<file path="config.mk">
export PLATFORM = sky130hd
export DESIGN_NAME = inst_fetch
export DESIGN_NICKNAME = d
export VERILOG_FILES = /design/src/rtl/inst_fetch.sv
export SDC_FILE = /design/constraint.sdc
export NUM_CORES = 1
export LEC_CHECK = 0
export BUFFER_PORTS_ARGS = -buffer_cell sky130_fd_sc_hd__buf_2
export CORE_UTILIZATION = 45
export DETAILED_ROUTE_END_ITERATION = 7
export GPL_TIMING_DRIVEN = 0
export SYNTH_ARGS = -nofsm -noshare
export SYNTH_HDL_FRONTEND = slang
export SYNTH_SLANG_ARGS = --single-unit
</file>
<file path="constraint.sdc">
create_clock -name clk -period 6.6 [get_ports clk]
set_input_delay 1.32 -clock clk [delete_from_list [all_inputs] [get_ports clk]]
set_output_delay 1.32 -clock clk [all_outputs]
set_load 0.1 [all_outputs]
</file>
<file path="src/rtl/inst_fetch.sv">
// -----------------------------------------------------------------------------
// inst_fetch
// Instruction fetch stage of the Gumnut core. Owns the 12-bit program counter
// and a return-address stack. It runs one Wishbone-classic read per fetch
// request and hands the fetched word to the instruction register with a
// single-cycle write strobe. The core control FSM commands next-PC selection
// while the stage is idle.
//
// Optional feature macro: INST_FETCH_RAS_CHECK_EN
//   defined   : stack overflow/underflow are detected and reported on the
//               sticky stack_err_o flag.
//   undefined : the stack pointer wraps silently and stack_err_o is tied low.
//
// Ports
//   clk, rst          core clock, synchronous active-high reset
//   cen               clock enable; all state holds while low
//   fetch_req_i       start one fetch at the current PC (honoured in IDLE)
//   pc_upd_i          apply the next-PC selection (honoured in IDLE)
//   pc_sel_i          0 seq/no-op, 1 jump, 2 branch, 3 jsb, 4 ret, 5-7 no-op
//   addr_i            absolute target for jump and jsb
//   disp_i            signed branch displacement
//   inst_cyc_o/stb_o  Wishbone cycle and strobe
//   inst_adr_o        fetch address, stable throughout the bus cycle
//   inst_dat_i        fetched word
//   inst_ack_i        Wishbone acknowledge
//   inst_o            word for the instruction register
//   ir_we_o           instruction register write strobe
//   fetch_busy_o      high while a fetch is in progress
//   pc_o              current PC
//   stack_err_o       sticky stack fault
// -----------------------------------------------------------------------------
module inst_fetch #(
    parameter int RAS_DEPTH = 8
) (
    input  logic        clk,
    input  logic        rst,
    input  logic        cen,
    input  logic        fetch_req_i,
    input  logic        pc_upd_i,
    input  logic [2:0]  pc_sel_i,
    input  logic [11:0] addr_i,
    input  logic [7:0]  disp_i,
    output logic        inst_cyc_o,
    output logic        inst_stb_o,
    output logic [11:0] inst_adr_o,
    input  logic [17:0] inst_dat_i,
    input  logic        inst_ack_i,
    output logic [17:0] inst_o,
    output logic        ir_we_o,
    output logic        fetch_busy_o,
    output logic [11:0] pc_o,
    output logic        stack_err_o
);
    localparam int              SP_W   = $clog2(RAS_DEPTH);
    localparam logic [SP_W-1:0] SP_ONE = SP_W'(1);

    typedef enum logic [1:0] {
        ST_IDLE = 2'd0,
        ST_BUS  = 2'd1,
        ST_LOAD = 2'd2
    } state_t;

    state_t            state_r;
    state_t            state_nxt_s;
    logic [11:0]       pc_r;
    logic [11:0]       pc_nxt_s;
    logic [SP_W-1:0]   sp_r;
    logic [SP_W-1:0]   sp_nxt_s;
    logic [SP_W-1:0]   sp_dec_s;
    logic              ras_we_s;
    logic [11:0]       ras_r [RAS_DEPTH];
    logic [17:0]       inst_r;
    logic              bus_r;
    logic [11:0]       adr_r;
    logic              ir_we_r;
    logic              busy_r;

`ifdef INST_FETCH_RAS_CHECK_EN
    localparam logic [SP_W:0] CNT_FULL = (SP_W+1)'(RAS_DEPTH);
    localparam logic [SP_W:0] CNT_ONE  = (SP_W+1)'(1);
    logic [SP_W:0]     cnt_r;
    logic [SP_W:0]     cnt_nxt_s;
    logic              err_r;
    logic              err_nxt_s;
`endif

    // Pop reads the entry just below the pointer.
    assign sp_dec_s = sp_r - SP_ONE;

    // Next-state, next-PC and stack control.
    always_comb begin
        state_nxt_s = state_r;
        pc_nxt_s    = pc_r;
        sp_nxt_s    = sp_r;
        ras_we_s    = 1'b0;
`ifdef INST_FETCH_RAS_CHECK_EN
        cnt_nxt_s   = cnt_r;
        err_nxt_s   = err_r;
`endif
        case (state_r)
            ST_IDLE: begin
                if (pc_upd_i) begin
                    case (pc_sel_i)
                        3'd1: pc_nxt_s = addr_i;
                        // PC is already post-incremented, so the branch is
                        // relative to the following instruction.
                        3'd2: pc_nxt_s = pc_r + {{4{disp_i[7]}}, disp_i};
                        3'd3: begin
`ifdef INST_FETCH_RAS_CHECK_EN
                            if (cnt_r == CNT_FULL) begin
                                err_nxt_s = 1'b1;
                            end else begin
                                ras_we_s  = 1'b1;
                                sp_nxt_s  = sp_r + SP_ONE;
                                cnt_nxt_s = cnt_r + CNT_ONE;
                            end
`else
                            ras_we_s = 1'b1;
                            sp_nxt_s = sp_r + SP_ONE;
`endif
                            pc_nxt_s = addr_i;
                        end
                        3'd4: begin
`ifdef INST_FETCH_RAS_CHECK_EN
                            if (cnt_r == {(SP_W+1){1'b0}}) begin
                                pc_nxt_s  = 12'd0;
                                err_nxt_s = 1'b1;
                            end else begin
                                pc_nxt_s  = ras_r[sp_dec_s];
                                sp_nxt_s  = sp_dec_s;
                                cnt_nxt_s = cnt_r - CNT_ONE;
                            end
`else
                            pc_nxt_s = ras_r[sp_dec_s];
                            sp_nxt_s = sp_dec_s;
`endif
                        end
                        default: pc_nxt_s = pc_r;
                    endcase
                end else begin
                    pc_nxt_s = pc_r;
                end
                if (fetch_req_i) begin
                    state_nxt_s = ST_BUS;
                end else begin
                    state_nxt_s = ST_IDLE;
                end
            end
            ST_BUS: begin
                if (inst_ack_i) begin
                    state_nxt_s = ST_LOAD;
                    pc_nxt_s    = pc_r + 12'd1;
                end else begin
                    state_nxt_s = ST_BUS;
                end
            end
            ST_LOAD: state_nxt_s = ST_IDLE;
            default: state_nxt_s = ST_IDLE;
        endcase
    end

    // State, PC and registered bus/IR outputs.
    always_ff @(posedge clk) begin
        if (rst) begin
            state_r <= ST_IDLE;
            pc_r    <= 12'd0;
            sp_r    <= {SP_W{1'b0}};
            inst_r  <= 18'd0;
            bus_r   <= 1'b0;
            adr_r   <= 12'd0;
            ir_we_r <= 1'b0;
            busy_r  <= 1'b0;
        end else if (cen) begin
            state_r <= state_nxt_s;
            pc_r    <= pc_nxt_s;
            sp_r    <= sp_nxt_s;
            if (state_r == ST_BUS && inst_ack_i) begin
                inst_r <= inst_dat_i;
            end
            bus_r   <= (state_nxt_s == ST_BUS);
            ir_we_r <= (state_nxt_s == ST_LOAD);
            busy_r  <= (state_nxt_s != ST_IDLE);
            // Address is captured on entry to BUS, after any same-cycle update.
            if (state_r == ST_IDLE && state_nxt_s == ST_BUS) begin
                adr_r <= pc_nxt_s;
            end
        end
    end

    // Return-address storage; contents are not reset.
    always_ff @(posedge clk) begin
        if (!rst && cen && ras_we_s) begin
            ras_r[sp_r] <= pc_r;
        end
    end

`ifdef INST_FETCH_RAS_CHECK_EN
    // Occupancy count and sticky fault flag.
    always_ff @(posedge clk) begin
        if (rst) begin
            cnt_r <= {(SP_W+1){1'b0}};
            err_r <= 1'b0;
        end else if (cen) begin
            cnt_r <= cnt_nxt_s;
            err_r <= err_nxt_s;
        end
    end

    assign stack_err_o = err_r;
`else
    assign stack_err_o = 1'b0;
`endif

    assign inst_cyc_o   = bus_r;
    assign inst_stb_o   = bus_r;
    assign inst_adr_o   = adr_r;
    assign inst_o       = inst_r;
    assign ir_we_o      = ir_we_r;
    assign fetch_busy_o = busy_r;
    assign pc_o         = pc_r;

endmodule

</file>
==> run_results.csv <==
group,metric,value,unit
run_status,status,"completed",
yosys,muxShareOfSynthArea,0.08640,
setup_path,cp-start-kind,"primary input",
yosys,synth_edf_count,96,
setup_path,worstPathRequired,6.63,ns
setup_path,crit_arrival,3.66,ns
layout,multiInputGateArea,0.002960,mm^2
route,drtIter0Drc,592,
route,via_per_inst,5.755,
placement,io_buffers,88,
die,rows,45,
power,ir_worst_vdd,189.8,uV
clock_network,clock_path_buffers,2,
setup_path,path_class,"primary input to register",
clock_network,cts_tree,"done",
route,vias,5456,
sta,min_period_over_period,0.5494,
layout,fillerInstances,1333,
min_path,hold_path.class,"register to register",
layout,fin_nets,786,
power,leakage,0.003040,uW
clock_network,insertion_delay,0.43,ns
setup_path,cp_slowest_cell,"nor2_1",
placement,dpl-instance-area,0.007848,mm^2
die,coreArea,0.01531,mm^2
setup_path,cp_num_buf_inv,3,
placement,dp.final_hpwl,13710,um
power,power,2334,uW
layout,seq_area,0.003884,mm^2
yosys,syn_area,0.007111,mm^2
global_routing,grt_usage,0.2496,
layout,diodes,0,
yosys,synth_top_family_by_area,"simple AND/OR/NAND/NOR gates",
clock_network,cts_hold_buf,0,
setup_path,path_common_cell,"buf_2",
layout,drive_gt1_frac,0.2497,
yosys,yosys.area_share.simple,0.1490,
layout,areaGrowthSynthToFinish,18.67,%
sta,tightest_slew,1.353,ns
sta,setup_tns,0,ns
yosys,synth-main-ff-cell,"edfxtp_1",
yosys,post_synth_num_cell_types,69,
placement,gp_congestion,0.8732,
global_routing,first_global_vias,5216,
global_routing,antenna_found_initial,0,
sta,finClkSkew,0.01598,ns
yosys,ys_ff_latch,146,
clock_network,post_cts_buffers,0,
yosys,syn_area_per_cell,11.56,um^2
die,start_util,0.4643,
yosys,syn_inst,615,
sta,slew_headroom,0.09477,
setup_path,cp_top_family,"simple AND/OR/NAND/NOR gates",
route,drcViolationCount,0,
clock_network,cts.sinks,146,
clock_network,ctsResizeCount,0,
clock_network,cts_root_buf,"clkbuf_16",
layout,design_area,0.008438,mm^2
die,die_h,127.7,um
route,ant_nets,0,
sta,rsz0062_at_grt,"no",
sta,finalCriticalPeriod,3.626,ns
yosys,async_flop_share,0,
setup_path,crit_path_end_kind,"register",
clock_network,htree_levels,4,
yosys,synth_top_cell_area_share,0.4054,
yosys,synth_compound_area_frac,0.1429,
job,drv_cap,0,
sta,fmax,275.8,MHz
clock_network,cts_buffers,17,
setup_path,cp_max_fo,12,
clock_network,clkTransAtPathRegs,0.06,ns
route,dr.pass1.iters,5,
global_routing,grt_pass1_wl,29730,um
route,wire_per_inst,20.20,um
yosys,yosysTopAreaCell,"edfxtp_1",
sta,setup_viol,0,
sta,whs,0.4505,ns
die,io-pin-count,94,
yosys,synthXorXnorAreaFrac,0.008622,
setup_path,slowest_delay,1.06,ns
global_routing,grt_max_degree,18,
yosys,syn-num-nets,677,
yosys,synth.area.top_cells,"edfxtp_1 41%, dfxtp_1 14%, mux4_2 7.6%",
die,dieArea,0.01631,mm^2
yosys,synth_seq_area_share,0.5462,
yosys,synth_fa_ha_area_frac,0.02745,
power,power.density,276.6,mW/mm^2
yosys,ys_warn_count,0,
sta,hold_viol_final,0,
setup_path,cp_cell_sequence,"buf_2 -> buf_2 -> buf_2 -> nand3b_1 -> nor3_1 -> nand2_1 -> nor2_1",
route,finalWirelength,19150,um
sta,drv_slew,0,
die,fp.dieW,127.7,um
global_routing,grt-ovfl-total,0,
## power by group
group / leakage, uW / total (uW) / internal [uW] / switching [uW]
Combinational: 0.00146 / 340 / 99.6 / 240
Clock: 0.000288 / 967 / 594 / 372
Sequential: 0.00129 / 1030 / 993 / 34.9
Total: 0.00304 / 2330 / 1690 / 647
## Yosys cell counts, types with 8 or more instances
cell type	count
dfxtp_1	50
a211oi_1	9
edfxtp_1	96
nand3_1	26
o21ai_0	15
nor2_1	43
inv_1	13
o21a_1	10
nand2_1	69
a21oi_1	53
clkbuf_1	21
ha_1	14
o2111ai_1	8
nand2b_1	15
buf_2	11
a31oi_1	10
mux4_2	24
nor3_1	12
## layer usage
| metal | up-vias | GRT usage | part of all wire | wire (um) |
|---|---|---|---|---|
| li1 | 2555 | - | - | - |
| met1 | 2678 | 0.3527 | 0.46 | 8743 |
| met2 | 207 | 0.3873 | 0.47 | 8921 |
| met3 | 16 | 0.05426 | 0.065 | 1236 |
| met4 | 0 | 0.07612 | 0.013 | 247 |
| met5 | - | 0 | 0 | 0 |
## final cells by class
cell class,count,share of cell area
Timing Repair Buffer,90,0.05486
Buffer,43,0.02699
Clock inverter,13,0.01868
Tap cell,211,0.03129
Clock buffer,19,0.05130
Multi-Input combinational cell,413,0.3508
Sequential cell,146,0.4603
Inverter,13,0.005783
## flip-flops by register name, summed over array words and instances (netlist names)
signal and cells:
inst_cyc_o 1, sp_r 3, state_r 2, inst_o 18
pc_o 12, inst_adr_o 12, ras_r 96, ir_we_o 1
fetch_busy_o 1
## final timing paths
kind,endpoint,cells after the start,slack [ns],from
hold / removal,inst_o[10],2,0.45,inst_o[10]
setup / recovery,ras_r[3][11],7,2.97,pc_sel_i[0]
setup reg to reg,pc_o[7],11,3.42,sp_r[0]
hold reg to reg,inst_o[10],2,0.45,inst_o[10]
## worst register-to-register path: cells and delay by family (launching register included)
| kind | cells | cell delay, ns |
|---|---|---|
| compound gates | 4 | 0.98 |
| fa+ha+maj | 1 | 0.28 |
| buf+inv | 5 | 1.06 |
| flops | 1 | 0.36 |
| mux | 1 | 0.36 |
## cells in the final DEF, fill, tap and decap left out, types with 6 or more instances in the layout
cell	n
nor2_1	43
o21ai_0	15
o2111ai_1	8
ha_1	14
inv_1	13
buf_6	6
and3_1	6
o21a_1	10
buf_2	99
nand2_1	69
buf_4	6
nor3_1	10
a31oi_1	10
o31ai_1	7
nand4_1	6
a21oi_1	53
clkbuf_1	23
mux4_2	24
nand3b_1	7
edfxtp_1	96
nand2b_1	15
dfxtp_1	50
clkbuf_16	17
a211oi_1	9
nand3_1	26
## stage by stage
stage	worst slack [ns]	utilization	std cells
floorplan	3.220	-	615
global placement	2.164	0.5103	914
detailed placement	2.594	0.5124	916
CTS	3.040	0.5510	948
global route	2.868	0.5510	948
finish	2.974	0.5510	948
## kinds of logic after synthesis
logic type	after synthesis
flip-flops	146
adder cells (fa/ha/maj)	15
AND/OR/NAND/NOR	210
multiplexers	31
XOR/XNOR	7
other	1
buffers and inverters	56
AO/OA/AOI/OAI	149
Power figures use the tool's default switching activity.
